File: config.mk
export PLATFORM = sky130hd
export DESIGN_NAME = btn_event_arbiter
export DESIGN_NICKNAME = d
export VERILOG_FILES = /design/src/rtl/btn_evt_pkg.sv /design/src/rtl/evt_fifo.sv /design/src/rtl/btn_event_arbiter.sv
export SDC_FILE = /design/constraint.sdc
export NUM_CORES = 1
export LEC_CHECK = 0
export BUFFER_PORTS_ARGS = -buffer_cell sky130_fd_sc_hd__buf_2
export CAP_MARGIN = 10
export CORE_MARGIN = 5
export CORE_UTILIZATION = 52
export CTS_CLUSTER_SIZE = 40
export DETAILED_ROUTE_END_ITERATION = 6
export PLACE_DENSITY = 0.74
export SLEW_MARGIN = 10
export SYNTH_ARGS = -nofsm -noshare
export SYNTH_HDL_FRONTEND = slang
export SYNTH_HIERARCHICAL = 1
export SYNTH_SLANG_ARGS = --single-unit
File: constraint.sdc
create_clock -name clk_i -period 2.7 [get_ports clk_i]
set_clock_uncertainty 0.05 [all_clocks]
set_input_delay 0 -clock clk_i [delete_from_list [all_inputs] [get_ports clk_i]]
set_output_delay 0 -clock clk_i [all_outputs]
set_load 0.01 [all_outputs]
File: src/rtl/btn_evt_pkg.sv
// Shared constants for the button event arbiter: button codes, event record layout
// and the grant priority order.
package btn_evt_pkg;

    localparam int NUM_BTN = 5;
    localparam int CODE_W  = 3;
    localparam int SW_W    = 16;

    localparam logic [CODE_W-1:0] BTN_U = 3'd0;
    localparam logic [CODE_W-1:0] BTN_D = 3'd1;
    localparam logic [CODE_W-1:0] BTN_L = 3'd2;
    localparam logic [CODE_W-1:0] BTN_R = 3'd3;
    localparam logic [CODE_W-1:0] BTN_C = 3'd4;

    typedef struct packed {
        logic [CODE_W-1:0] code;
        logic [SW_W-1:0]   sw;
    } evt_t;

    localparam int EVT_W = $bits(evt_t);

    // Highest priority first.
    localparam logic [CODE_W-1:0] PRIO [NUM_BTN] = '{BTN_C, BTN_U, BTN_D, BTN_L, BTN_R};

    // Returns the code of the highest-priority set bit; 0 when none is set.
    function automatic logic [CODE_W-1:0] pick_grant(input logic [NUM_BTN-1:0] pend);
        logic [CODE_W-1:0] code;
        code = '0;
        for (int i = NUM_BTN - 1; i >= 0; i--) begin
            if (pend[PRIO[i]]) code = PRIO[i];
        end
        return code;
    endfunction

endpackage

File: src/rtl/evt_fifo.sv
// First-word-fall-through event queue with occupancy count; head reads 0 when empty.
// Latency: push visible on the output the cycle after; push is accepted when full only with a pop.
module evt_fifo #(
    parameter int W     = 19,
    parameter int DEPTH = 4
) (
    input  logic                       clk_i,
    input  logic                       rst_i,
    input  logic                       push_i,
    input  logic [W-1:0]               din_i,
    input  logic                       pop_i,
    output logic [W-1:0]               dout_o,
    output logic [$clog2(DEPTH):0]     cnt_o,
    output logic                       full_o
);
    localparam int AW = $clog2(DEPTH);

    logic [W-1:0]  r_mem [DEPTH];
    logic [AW-1:0] r_wptr;
    logic [AW-1:0] r_rptr;
    logic [AW:0]   r_cnt;
    logic          w_pop;
    logic          w_push;

    assign w_pop  = pop_i & (r_cnt != '0);
    assign w_push = push_i & ((r_cnt != (AW+1)'(DEPTH)) | w_pop);

    // Power-of-two depth lets the pointers wrap naturally.
    always_ff @(posedge clk_i or posedge rst_i) begin
        if (rst_i) begin
            r_wptr <= '0;
            r_rptr <= '0;
            r_cnt  <= '0;
        end else begin
            if (w_push) r_wptr <= r_wptr + 1'b1;
            if (w_pop)  r_rptr <= r_rptr + 1'b1;
            case ({w_push, w_pop})
                2'b10:   r_cnt <= r_cnt + 1'b1;
                2'b01:   r_cnt <= r_cnt - 1'b1;
                default: r_cnt <= r_cnt;
            endcase
        end
    end

    always_ff @(posedge clk_i) begin
        if (w_push) r_mem[r_wptr] <= din_i;
    end

    assign dout_o = (r_cnt == '0) ? '0 : r_mem[r_rptr];
    assign cnt_o  = r_cnt;
    assign full_o = (r_cnt == (AW+1)'(DEPTH));

endmodule

File: src/rtl/btn_event_arbiter.sv
// Turns button presses into queued {code, switch snapshot} events, one grant per cycle, C>U>D>L>R.
// Latency: 2 cycles press-to-valid; pending presses wait while the queue is full (build option BTN_EVT_AUTOREPEAT_EN).
module btn_event_arbiter
    import btn_evt_pkg::*;
#(
    parameter int FIFO_DEPTH    = 4,
    parameter int REPEAT_DELAY  = 50_000_000,
    parameter int REPEAT_PERIOD = 10_000_000
) (
    input  logic                          clk_i,
    input  logic                          rst_i,
    input  logic [4:0]                    btn_i,
    input  logic [15:0]                   sw_i,
    input  logic                          evt_ready_i,
    input  logic                          clr_ovf_i,
    output logic                          evt_valid_o,
    output logic [2:0]                    evt_code_o,
    output logic [15:0]                   evt_sw_o,
    output logic [$clog2(FIFO_DEPTH):0]   fifo_cnt_o,
    output logic                          overflow_o
);
    logic               r_arm;
    logic [NUM_BTN-1:0] r_prev;
    logic [NUM_BTN-1:0] r_pending;
    logic               r_ovf;

    logic [NUM_BTN-1:0] w_press;
    logic [NUM_BTN-1:0] w_rep;
    logic [NUM_BTN-1:0] w_set;
    logic [NUM_BTN-1:0] w_gnt_mask;
    logic [CODE_W-1:0]  w_gnt_code;
    logic               w_full;
    logic               w_pop;
    logic               w_push;
    logic               w_ovf_set;
    evt_t               w_push_evt;
    evt_t               w_head_evt;

    // The first edge after reset only loads prev, so a button held through reset is not a press.
    assign w_press    = r_arm ? (btn_i & ~r_prev) : '0;
    assign w_gnt_code = pick_grant(r_pending);
    assign w_pop      = evt_valid_o & evt_ready_i;
    assign w_push     = (|r_pending) & (~w_full | w_pop);
    assign w_gnt_mask = w_push ? (5'b00001 << w_gnt_code) : '0;
    assign w_set      = w_press | w_rep;
    assign w_ovf_set  = |(w_set & r_pending & ~w_gnt_mask);
    assign w_push_evt = '{code: w_gnt_code, sw: sw_i};

`ifdef BTN_EVT_AUTOREPEAT_EN
    localparam int RCW = $clog2(REPEAT_DELAY + 1);

    for (genvar k = 0; k < NUM_BTN; k++) begin : g_rep
        logic [RCW-1:0] r_rcnt;

        assign w_rep[k] = btn_i[k] & (r_rcnt == RCW'(REPEAT_DELAY));

        // Counts held clocks from a real press; reloading after each repeat spaces them by REPEAT_PERIOD.
        always_ff @(posedge clk_i or posedge rst_i) begin
            if (rst_i) begin
                r_rcnt <= '0;
            end else if (!btn_i[k]) begin
                r_rcnt <= '0;
            end else if (w_rep[k]) begin
                r_rcnt <= RCW'(REPEAT_DELAY - REPEAT_PERIOD + 1);
            end else if ((r_rcnt != '0) || w_press[k]) begin
                r_rcnt <= r_rcnt + 1'b1;
            end
        end
    end
`else
    assign w_rep = '0;
`endif

    always_ff @(posedge clk_i or posedge rst_i) begin
        if (rst_i) begin
            r_arm     <= 1'b0;
            r_prev    <= '0;
            r_pending <= '0;
            r_ovf     <= 1'b0;
        end else begin
            r_arm     <= 1'b1;
            r_prev    <= btn_i;
            r_pending <= (r_pending & ~w_gnt_mask) | w_set;
            r_ovf     <= (r_ovf & ~clr_ovf_i) | w_ovf_set;
        end
    end

    evt_fifo #(
        .W     (EVT_W),
        .DEPTH (FIFO_DEPTH)
    ) u_fifo (
        .clk_i  (clk_i),
        .rst_i  (rst_i),
        .push_i (w_push),
        .din_i  (w_push_evt),
        .pop_i  (w_pop),
        .dout_o (w_head_evt),
        .cnt_o  (fifo_cnt_o),
        .full_o (w_full)
    );

    assign evt_valid_o = (fifo_cnt_o != '0);
    assign evt_code_o  = w_head_evt.code;
    assign evt_sw_o    = w_head_evt.sw;
    assign overflow_o  = r_ovf;

endmodule

Word level (Yosys, flattened, before mapping):

Memories as Yosys holds them, arrays and structs flattened.
Index checks and enable logic that the tools add are counted.

* bits in registers: 19
* latch bits: 0
* bits in writable memories: 76
* memory bits (read-only): 0
* bits of input ports: 25
* output and inout port bits: 24
* logic and storage cells: 50
* memories: 1

Memory list
* u_fifo.r_mem: depth 4, bits a word 19, rd ports 1, clocked after memory_dff 0, wr ports 1, line evt_fifo.sv:18 `logic [W-1:0] r_mem [DEPTH];`

* add/subtract/negate cells: 4
* $mul: 0
* divide/modulo/power cells: 0
* $lt $le $gt $ge: 0
* eq/ne operators: 4
* shift-type cells: 1
* muxes and demuxes: 11
* bitwise gates (word level): 17
* reduce and logical (&&, ||, !) cells: 5

Operators with widths (number)
* $and A5 B5 Y5: 4
* $mux W19: 1
* $mux W5: 2
* $not A5 Y5: 2
* $reduce_or A5 Y1: 2
* $mux W3: 3
* $pmux W3 S2: 1
* $and A1 B1 Y1: 5
* $or A5 B5 Y5: 1
* $shl A1 B3 Y5 const A: 1
* $add A2 B1 Y2 const B: 2
* $mux W2: 2
* $add A3 B1 Y3 const B: 1
* $eq A3 B3 Y1 const B: 1
* $logic_not A3 Y1: 1
* $ne A3 B3 Y1 const B: 1
* $or A1 B1 Y1: 3
* $reduce_bool A3 Y1: 1
* $sub A3 B1 Y3 const B: 1
* $eq A2 B1 Y1 const B: 1
* $eq A2 B2 Y1 const B: 1
* $mux W1: 2
* $not A1 Y1: 2
* $reduce_bool A2 Y1: 1

Logic depth before layout (Yosys ltp):

Gate-level depths: netlist of the first run.

* depth after elaboration: 11
* mapped depth: 10
* gate-level depth less buffers: 9

Cells and area by module:

The synthesis of the first run kept the hierarchy.

By module, submodules not included
* evt_fifo: instances 1, cells each 175, area an instance 3382.0 µm², sequential area each 2457.4 µm²
* btn_event_arbiter: instances 1, cells each 53, area an instance 553.0 µm², sequential area each 300.3 µm²

Least setup slack after synthesis of the first run:

Ideal clock, no wire load.

* kind: register to register
* start point: register u_fifo.r_cnt[2] (netlist: u_fifo/cnt_o[2])
* end point: register u_fifo.r_cnt[2] (netlist: u_fifo/cnt_o[2])
* library setup time: 0.132 ns
* data arrival time: 2.499 ns
* required time: 2.518 ns
* setup slack: 0.020 ns
* stages on the path, launching flop included: 11
* path buffers: 1
* period minus slack after synthesis: 2.680 ns
* cell sequence: dfrtp_1 > or3b_1 > inv_1 > and2_1 > nor2_1 > buf_2 > or2_2 > fa_1 > nand2b_1 > o221ai_1 > nand3_1

* longest elaborated chain between the ends: 7
* elaborated cells on any way between the ends: 16
* classes of those cells: add/sub: 2; eq/ne: 4; mux: 1; bitwise: 7; reduce/logical: 2

RTL lines
* start: declaration: line evt_fifo.sv:21 `logic [AW:0] r_cnt;`
* start signal: assignment: line evt_fifo.sv:38 `2'b10: r_cnt <= r_cnt + 1'b1;`
* start signal: assignment: line evt_fifo.sv:39 `2'b01: r_cnt <= r_cnt - 1'b1;`
* start signal: assignment: line evt_fifo.sv:40 `default: r_cnt <= r_cnt;`
* $eq A3 B3 Y1 (*): line evt_fifo.sv:51 `assign full_o = (r_cnt == (AW+1)'(DEPTH));`
* via w_full: line btn_event_arbiter.sv:32 `logic w_full;`
* $not A1 Y1 (*): line btn_event_arbiter.sv:43 `assign w_push = (|r_pending) & (~w_full | w_pop);`
* $or A1 B1 Y1 (*): line btn_event_arbiter.sv:43
* $and A1 B1 Y1 (*): line btn_event_arbiter.sv:43
* via w_push: line btn_event_arbiter.sv:34 `logic w_push;`
* $and A1 B1 Y1 (*): line evt_fifo.sv:26 `assign w_push = push_i & ((r_cnt != (AW+1)'(DEPTH)) | w_pop);`
* $eq A2 B1 Y1 or $eq A2 B2 Y1 (tied branches): line evt_fifo.sv:37 `case ({w_push, w_pop})`
* $pmux W3 S2 or $reduce_bool A2 Y1 (tied branches)

The timed path passes the listed nets; every way through them passes the cells marked *.
A chain may end at the register's enable or synchronous reset.

Final worst setup path of the first run:

* start point: register u_fifo.r_cnt[1] (netlist: u_fifo/cnt_o[1])
* end point: register u_fifo.r_cnt[2] (netlist: u_fifo/cnt_o[2])

Same word-level chain as after synthesis.

==> results.md, run 1 <==
* Status: finished, final reports clean
* Count leader, synth: edfxtp_1
* Hold WS at between 0.04 and 0.05 ns
* CTS Buf Count at 9
* CTS root buf: clkbuf_8
* Global route overflow at 0
* Core footprint at around 0.0073 mm^2
* Slowest CP cell: dfrtp_1
* Max-slew headroom at ~65%
* Final setup vio count at 0
* Fin crit share at 94.5%
* Post-DP HPWL at approximately 4300 um
* Worst setup EP type: flop
* H-tree depth at 3
* Worst setup path start: u_fifo/cnt_o[1]
* Vias post-DR at ~2200
* Routed vias/inst at around 5.2
* Rows at 31
* Yosys top cell area share at between 50% and 60%
* Die X at 97.0 um
* Clk buf depth at 2
* Die ar. at 0.00941 mm^2
* Drt first pass iters at 4
* IO Count at 49
* Setup WS post-layout at 0.148 ns
* Seq/Total Area, Yosys at 70.1%
* Port bufs at 48
* Unrepaired setup endpoints after global routing: false
* Synth Flop Type: edfxtp_1
* GR Util All Layers at 15.1%
* Reg2Reg Launch Point: u_fifo/cnt_o[1]
* P&R area growth vs syn at 20.4%
* Initial Utilization at 54.0%
* Max IR drop VDD at slightly below 0.0006 V
* Worst hold start: evt_ready_i
* Final Slew Violations at 0
* HP Class: in -> reg
* Synthesized Nets at approximately 260
* Antenna-violating nets left at 0
* First-pass GRT wire length at 11100 um
* Post-synth top area cell: edfxtp_1
* Iteration-0 DRC Markers at 93
* # diodes at 0
* Crit path required time at between 2 and 3 ns
* Post-synth cell types at between 40 and 50
* Syn Area/Cell at ~17 um^2
* CP Class: reg -> reg
* Antenna violations before repair at 0
* Reg clk slew, reported paths at about 0.090 ns
* Leakage at 1.80 nW
* Hold Violations, Final at 0
* Pre-CTS setup slack at roughly 0.14 ns
* Vias in the first global route at ~2300
* Minimum clock period after layout at 2.55 ns
* CP arrival at between 2 and 3 ns
* Startpoint Class: flop
* Final nets at approximately 340
* Slew @ Worst Pin at between 0.5 and 0.6 ns
* Netlist Area Pre-Place at around 0.004 mm^2
* Wirelength per Cell at ~16 um
* Post-CTS Setup Bufs at 0
* EDFF count, synth at 76
* Final setup TNS at 0 ns
* Gp weighted congestion at between 0.7 and 0.8
* Fmax at 0.392 GHz
* Syn Inst Count at about 230
* Crit Path Max Fanout at 5
* Worst-Skew Late Latency at roughly 0.34 ns
* Post-synth top cells: 76 x edfxtp_1, 20 x nor2b_1, 19 x dfrtp_1, 19 x mux4_2, 14 x inv_1
* CTS tree: yes
* Die Span Y at roughly 97 um
* DP Cell Count at about 370
* Synth warn at 6
* Max cap viols at 0
* Largest net degree at the start of global routing at 21
* Crit path largest cell delay at about 0.42 ns
* Drt drc at 0
* Pwr per Cell Area at ~1100 mW/mm^2
* Asr flop ratio synth at about a fifth
* # clock sinks at 95
* Layout Cells excl Fill at 413
* Layout cell share with drive strength beyond 1 at ~33%
* Worst-path cell chain: or3b_1 -> inv_1 -> and2_1 -> nor2_1 -> or2_2 -> fa_1 -> nand2b_1 -> o221ai_1 -> nand3_1
* Largest cells by area after synthesis: edfxtp_1 58%, dfrtp_1 12%, mux4_2 11%
* Synthesis-stage register bit count at 95
* Filler cells at between 500 and 600
* Final wirelength at around 6800 um
[worst paths after layout]
kind / to / slack [ns] / depth (start not counted)
worst min register to register: u_fifo/r_rptr[0] / 0.45 / 1
worst max-delay path: u_fifo/cnt_o[2] / 0.15 / 9
worst max register to register: u_fifo/cnt_o[2] / 0.15 / 9
worst min-delay path: r_pending[3] / 0.04 / 4
min in group asynchronous: u_fifo/r_wptr[1] / 0.08 / 3
max in group asynchronous: r_pending[4] / 2.15 / 3
[report_power, final]
group	total [mW]	switching [mW]	internal, mW
sequential	2.20	0.149	2.05
clock	0.905	0.475	0.430
combinational	1.97	1.04	0.936
[cells by family after synthesis]
group / share of synthesized area, %
other: 0.0953
AND/OR/NAND/NOR: 9.06
XOR/XNOR: 1.11
AO/OA/AOI/OAI: 4.13
multiplexers: 11.3
flip-flops: 70.1
adder cells (fa/ha/maj): 1.78
buffers and inverters: 2.48
[registers in the layout (all words and copies together), names as in the netlist]
name	cells
overflow_o	1
r_arm	1
r_pending	5
r_prev	5
u_fifo/cnt_o	3
u_fifo/r_mem	76
u_fifo/r_rptr	2
u_fifo/r_wptr	2
[per-stage QoR]
step           total power [mW]  util (%)  instance area (um^2)
2_1_floorplan              3.57         -                  3940
3_3_place_gp               4.15      59.1                  4310
3_5_place_dp               4.22      59.1                  4310
4_1_cts                    5.15      65.0                  4740
5_1_grt                    5.41      65.0                  4740
6_report                   5.08      65.0                  4740
[layer usage]
metal	vias up	global-route usage (%)	share of wire, %
li1	1021	-	-
met1	1078	18.4	42
met2	49	26.2	53
met3	8	3.31	3.9
met4	0	5.83	1.2
met5	-	0	0
[layout make-up]
cell class,count,area (um^2),area share [%]
Clock inverter,7,72.6,1.53
Sequential cell,95,2760,58.2
Inverter,14,52.6,1.11
Clock buffer,9,124,2.61
Timing Repair Buffer,78,523,11.0
Multi-Input combinational cell,111,1080,22.9
Tap cell,99,124,2.61
[layout by cell type, fill, tap and decap left out, drive strengths merged, types with 2 or more instances in the layout]
cell | synthesis | routed
or3 | 3 | 3
nand3 | 2 | 2
nor2b | 20 | 20
and2 | 5 | 5
mux4 | 19 | 19
or2 | 2 | 2
xnor2 | 3 | 3
buf | 5 | 55
ha | 4 | 4
nor3 | 3 | 3
nand3b | 4 | 4
edfxtp | 76 | 76
dfrtp | 19 | 19
inv | 14 | 15
clkbuf | 3 | 9
o21ai | 4 | 4
xor2 | 2 | 2
nand2 | 5 | 5
nand2b | 2 | 2
nor2 | 8 | 8
o31ai | 3 | 3
dlygate4sd3 | 0 | 23
clkinv | 0 | 4
a21oi | 6 | 6
[critical path, delay by kind of cell, from the launching register on]
kind / cells / cell delay, ns
simple gates: 6 / 1.27
fa+ha+maj: 1 / 0.38
compound gates: 1 / 0.17
buf+inv: 1 / 0.14
flops: 1 / 0.42
[repair_timing]
action / CTS / global route
gates resized for setup: 0 / 1
setup endpoints to repair: 0 / 1
hold endpoints to repair: 94 / 0
hold buffers: 23 / 0
(Power assumes the default switching activity.)
==> run 2, diff against run 1 <==
Settings changed: CORE_UTILIZATION 52 to 62, PLACE_DENSITY 0.74 to 0.82.
Clock period 2.7 ns to 3.1 ns, I/O delays scaled along.
==> results.md, run 2 (synthesized netlist as in run 1, its figures left out) <==
* Most common cell after layout, fill and taps aside: edfxtp_1
* Filler cells at 372
* Crit Path Max Fanout at 9
* Leakage at around 1.8 nW
* Gp weighted congestion at slightly above 0.8
* Fmax at 0.359 GHz
* Max reg flops at 76
* IO Count at 49
* Largest register by flop count: u_fifo/r_mem
* Final setup TNS at 0 ns
* Slew @ Worst Pin at just over 0.9 ns
* Layout Cells excl Fill at around 390
* Unrepaired setup endpoints after global routing: false
* # diodes at 0
* CP Class: reg -> reg
* Port bufs at between 40 and 50
* CTS Buf Count at 9
* Pwr per Cell Area at roughly 940 mW/mm^2
* Setup WS post-layout at 0.313 ns
* Post-DP HPWL at between 4000 and 5000 um
* Routed vias/inst at around 5.5
* Max-slew headroom at 39.0%
* Die ar. at about 0.008 mm^2
* Die X at approximately 90 um
* Antenna-violating nets left at 0
* Commonest non-fill, non-tap cells in the layout: 76 x edfxtp_1, 48 x buf_2, 23 x dlygate4sd3_1
* Final setup vio count at 0
* CTS tree: yes
* Startpoint Class: flop
* Core footprint at between 0.006 and 0.007 mm^2
* Status: finished, final reports clean
* Vias in the first global route at approximately 2200
* Final wirelength at ~6900 um
* Final Slew Violations at 0
* CTS root buf: clkbuf_8
* # clock sinks at 95
* Layout cell share with drive strength beyond 1 at between 30% and 40%
* Max cap viols at 0
* Minimum clock period after layout at about 2.8 ns
* Vias post-DR at between 2000 and 2500
* Final nets at approximately 340
* Crit path required time at between 3 and 4 ns
* P&R area growth vs syn at 19.5%
* Drt drc at 0
* Antenna violations before repair at 0
* Global route overflow at 0
* Max IR drop VDD at between 0.0006 and 0.0007 V
* First-pass GRT wire length at about 11000 um
* Biggest regs: u_fifo/r_mem x76, r_pending x5, r_prev x5
* Worst-Skew Late Latency at ~0.35 ns
* Initial Utilization at 62.7%
* GR Util All Layers at approximately 19%
* Largest net degree at the start of global routing at 21
* Pre-CTS setup slack at between 0.3 and 0.4 ns
* Fin crit share at 89.9%
* Die Span Y at between 80 and 90 um
* Worst setup EP type: flop
* DP Cell Count at 350
* Wirelength per Cell at approximately 18 um
* Drt first pass iters at 4
* Hold Violations, Final at 0
* H-tree depth at 3
* HP Class: in -> reg
* Clk buf depth at 2
* Reg clk slew, reported paths at about 0.080 ns
* Rows at 29
* Iteration-0 DRC Markers at about 110
* CP arrival at roughly 3.0 ns
run 2: cell count changes in the layout (fill, tap and decap cells not counted), moves of 2 or more:
cell	delta
clkinv_4	-2
clkbuf_16	+2
buf_4	-2
clkbuf_1	+2
run 2: timing repair:
item	in CTS	in global routing
buffers inserted	0	0
hold endpoints to repair	94	0
hold buffers	23	0
resized for setup	0	0
run 2: final timing paths:
path / from / to / slack (ns) / cells after the start
worst min register to register: u_fifo/r_rptr[0] / u_fifo/r_rptr[0] / 0.46 / 1
min in group asynchronous: rst_i / u_fifo/cnt_o[0] / 0.08 / 3
worst min-delay path: evt_ready_i / r_pending[3] / 0.04 / 4
worst max register to register: u_fifo/cnt_o[2] / u_fifo/cnt_o[2] / 0.31 / 9
worst max-delay path: u_fifo/cnt_o[2] / u_fifo/cnt_o[2] / 0.31 / 9
max in group asynchronous: rst_i / r_pending[1] / 2.56 / 3
run 2: metrics by stage:
stage               power (mW)  hold WS, ns  util, %  area [um^2]
CTS                       4.48       0.0161     74.9         4700
detailed placement        3.67      -0.0908     68.0         4270
global route              4.72       0.0611     74.9         4700
floorplan                 3.11       -0.247        -         3940
finish                    4.42       0.0383     74.9         4700
global placement          3.60      -0.0923     68.0         4270
run 2: layout make-up:
class | count | area, um^2 | share of cell area (%)
clock inverter | 3 | 20.0 | 0.426
tap | 77 | 96.3 | 2.05
timing repair buffer | 76 | 508 | 10.8
sequential | 95 | 2760 | 58.7
clock buffer | 13 | 181 | 3.86
inverter | 14 | 52.6 | 1.12
multi-input combinational | 111 | 1080 | 23.1
run 2: routing by layer:
metal / global-route usage, % / wire, um / share of wire [%] / vias up
met5: 0 / 0 / 0 / -
met4: 8.12 / 121 / 1.8 / 0
met3: 3.92 / 340 / 4.9 / 9
met2: 34.0 / 3690 / 54 / 59
met1: 23.1 / 2730 / 40 / 1062
li1: - / - / - / 1017
run 2: worst max-delay path: stages, from the launching register on:
cell	delay, ns
dfrtp_1	0.55
or3b_1	0.42
inv_1	0.14
and2_1	0.22
nor2_1	0.11
or2_2	0.31
fa_1	0.40
nand2b_1	0.18
o221ai_1	0.18
nand3_1	0.09
run 2: power by group:
group          total [mW]  internal (mW)  switching (mW)
clock               0.785          0.390           0.395
sequential           1.96           1.79           0.178
combinational        1.67          0.805           0.866
total                4.42           2.98            1.44
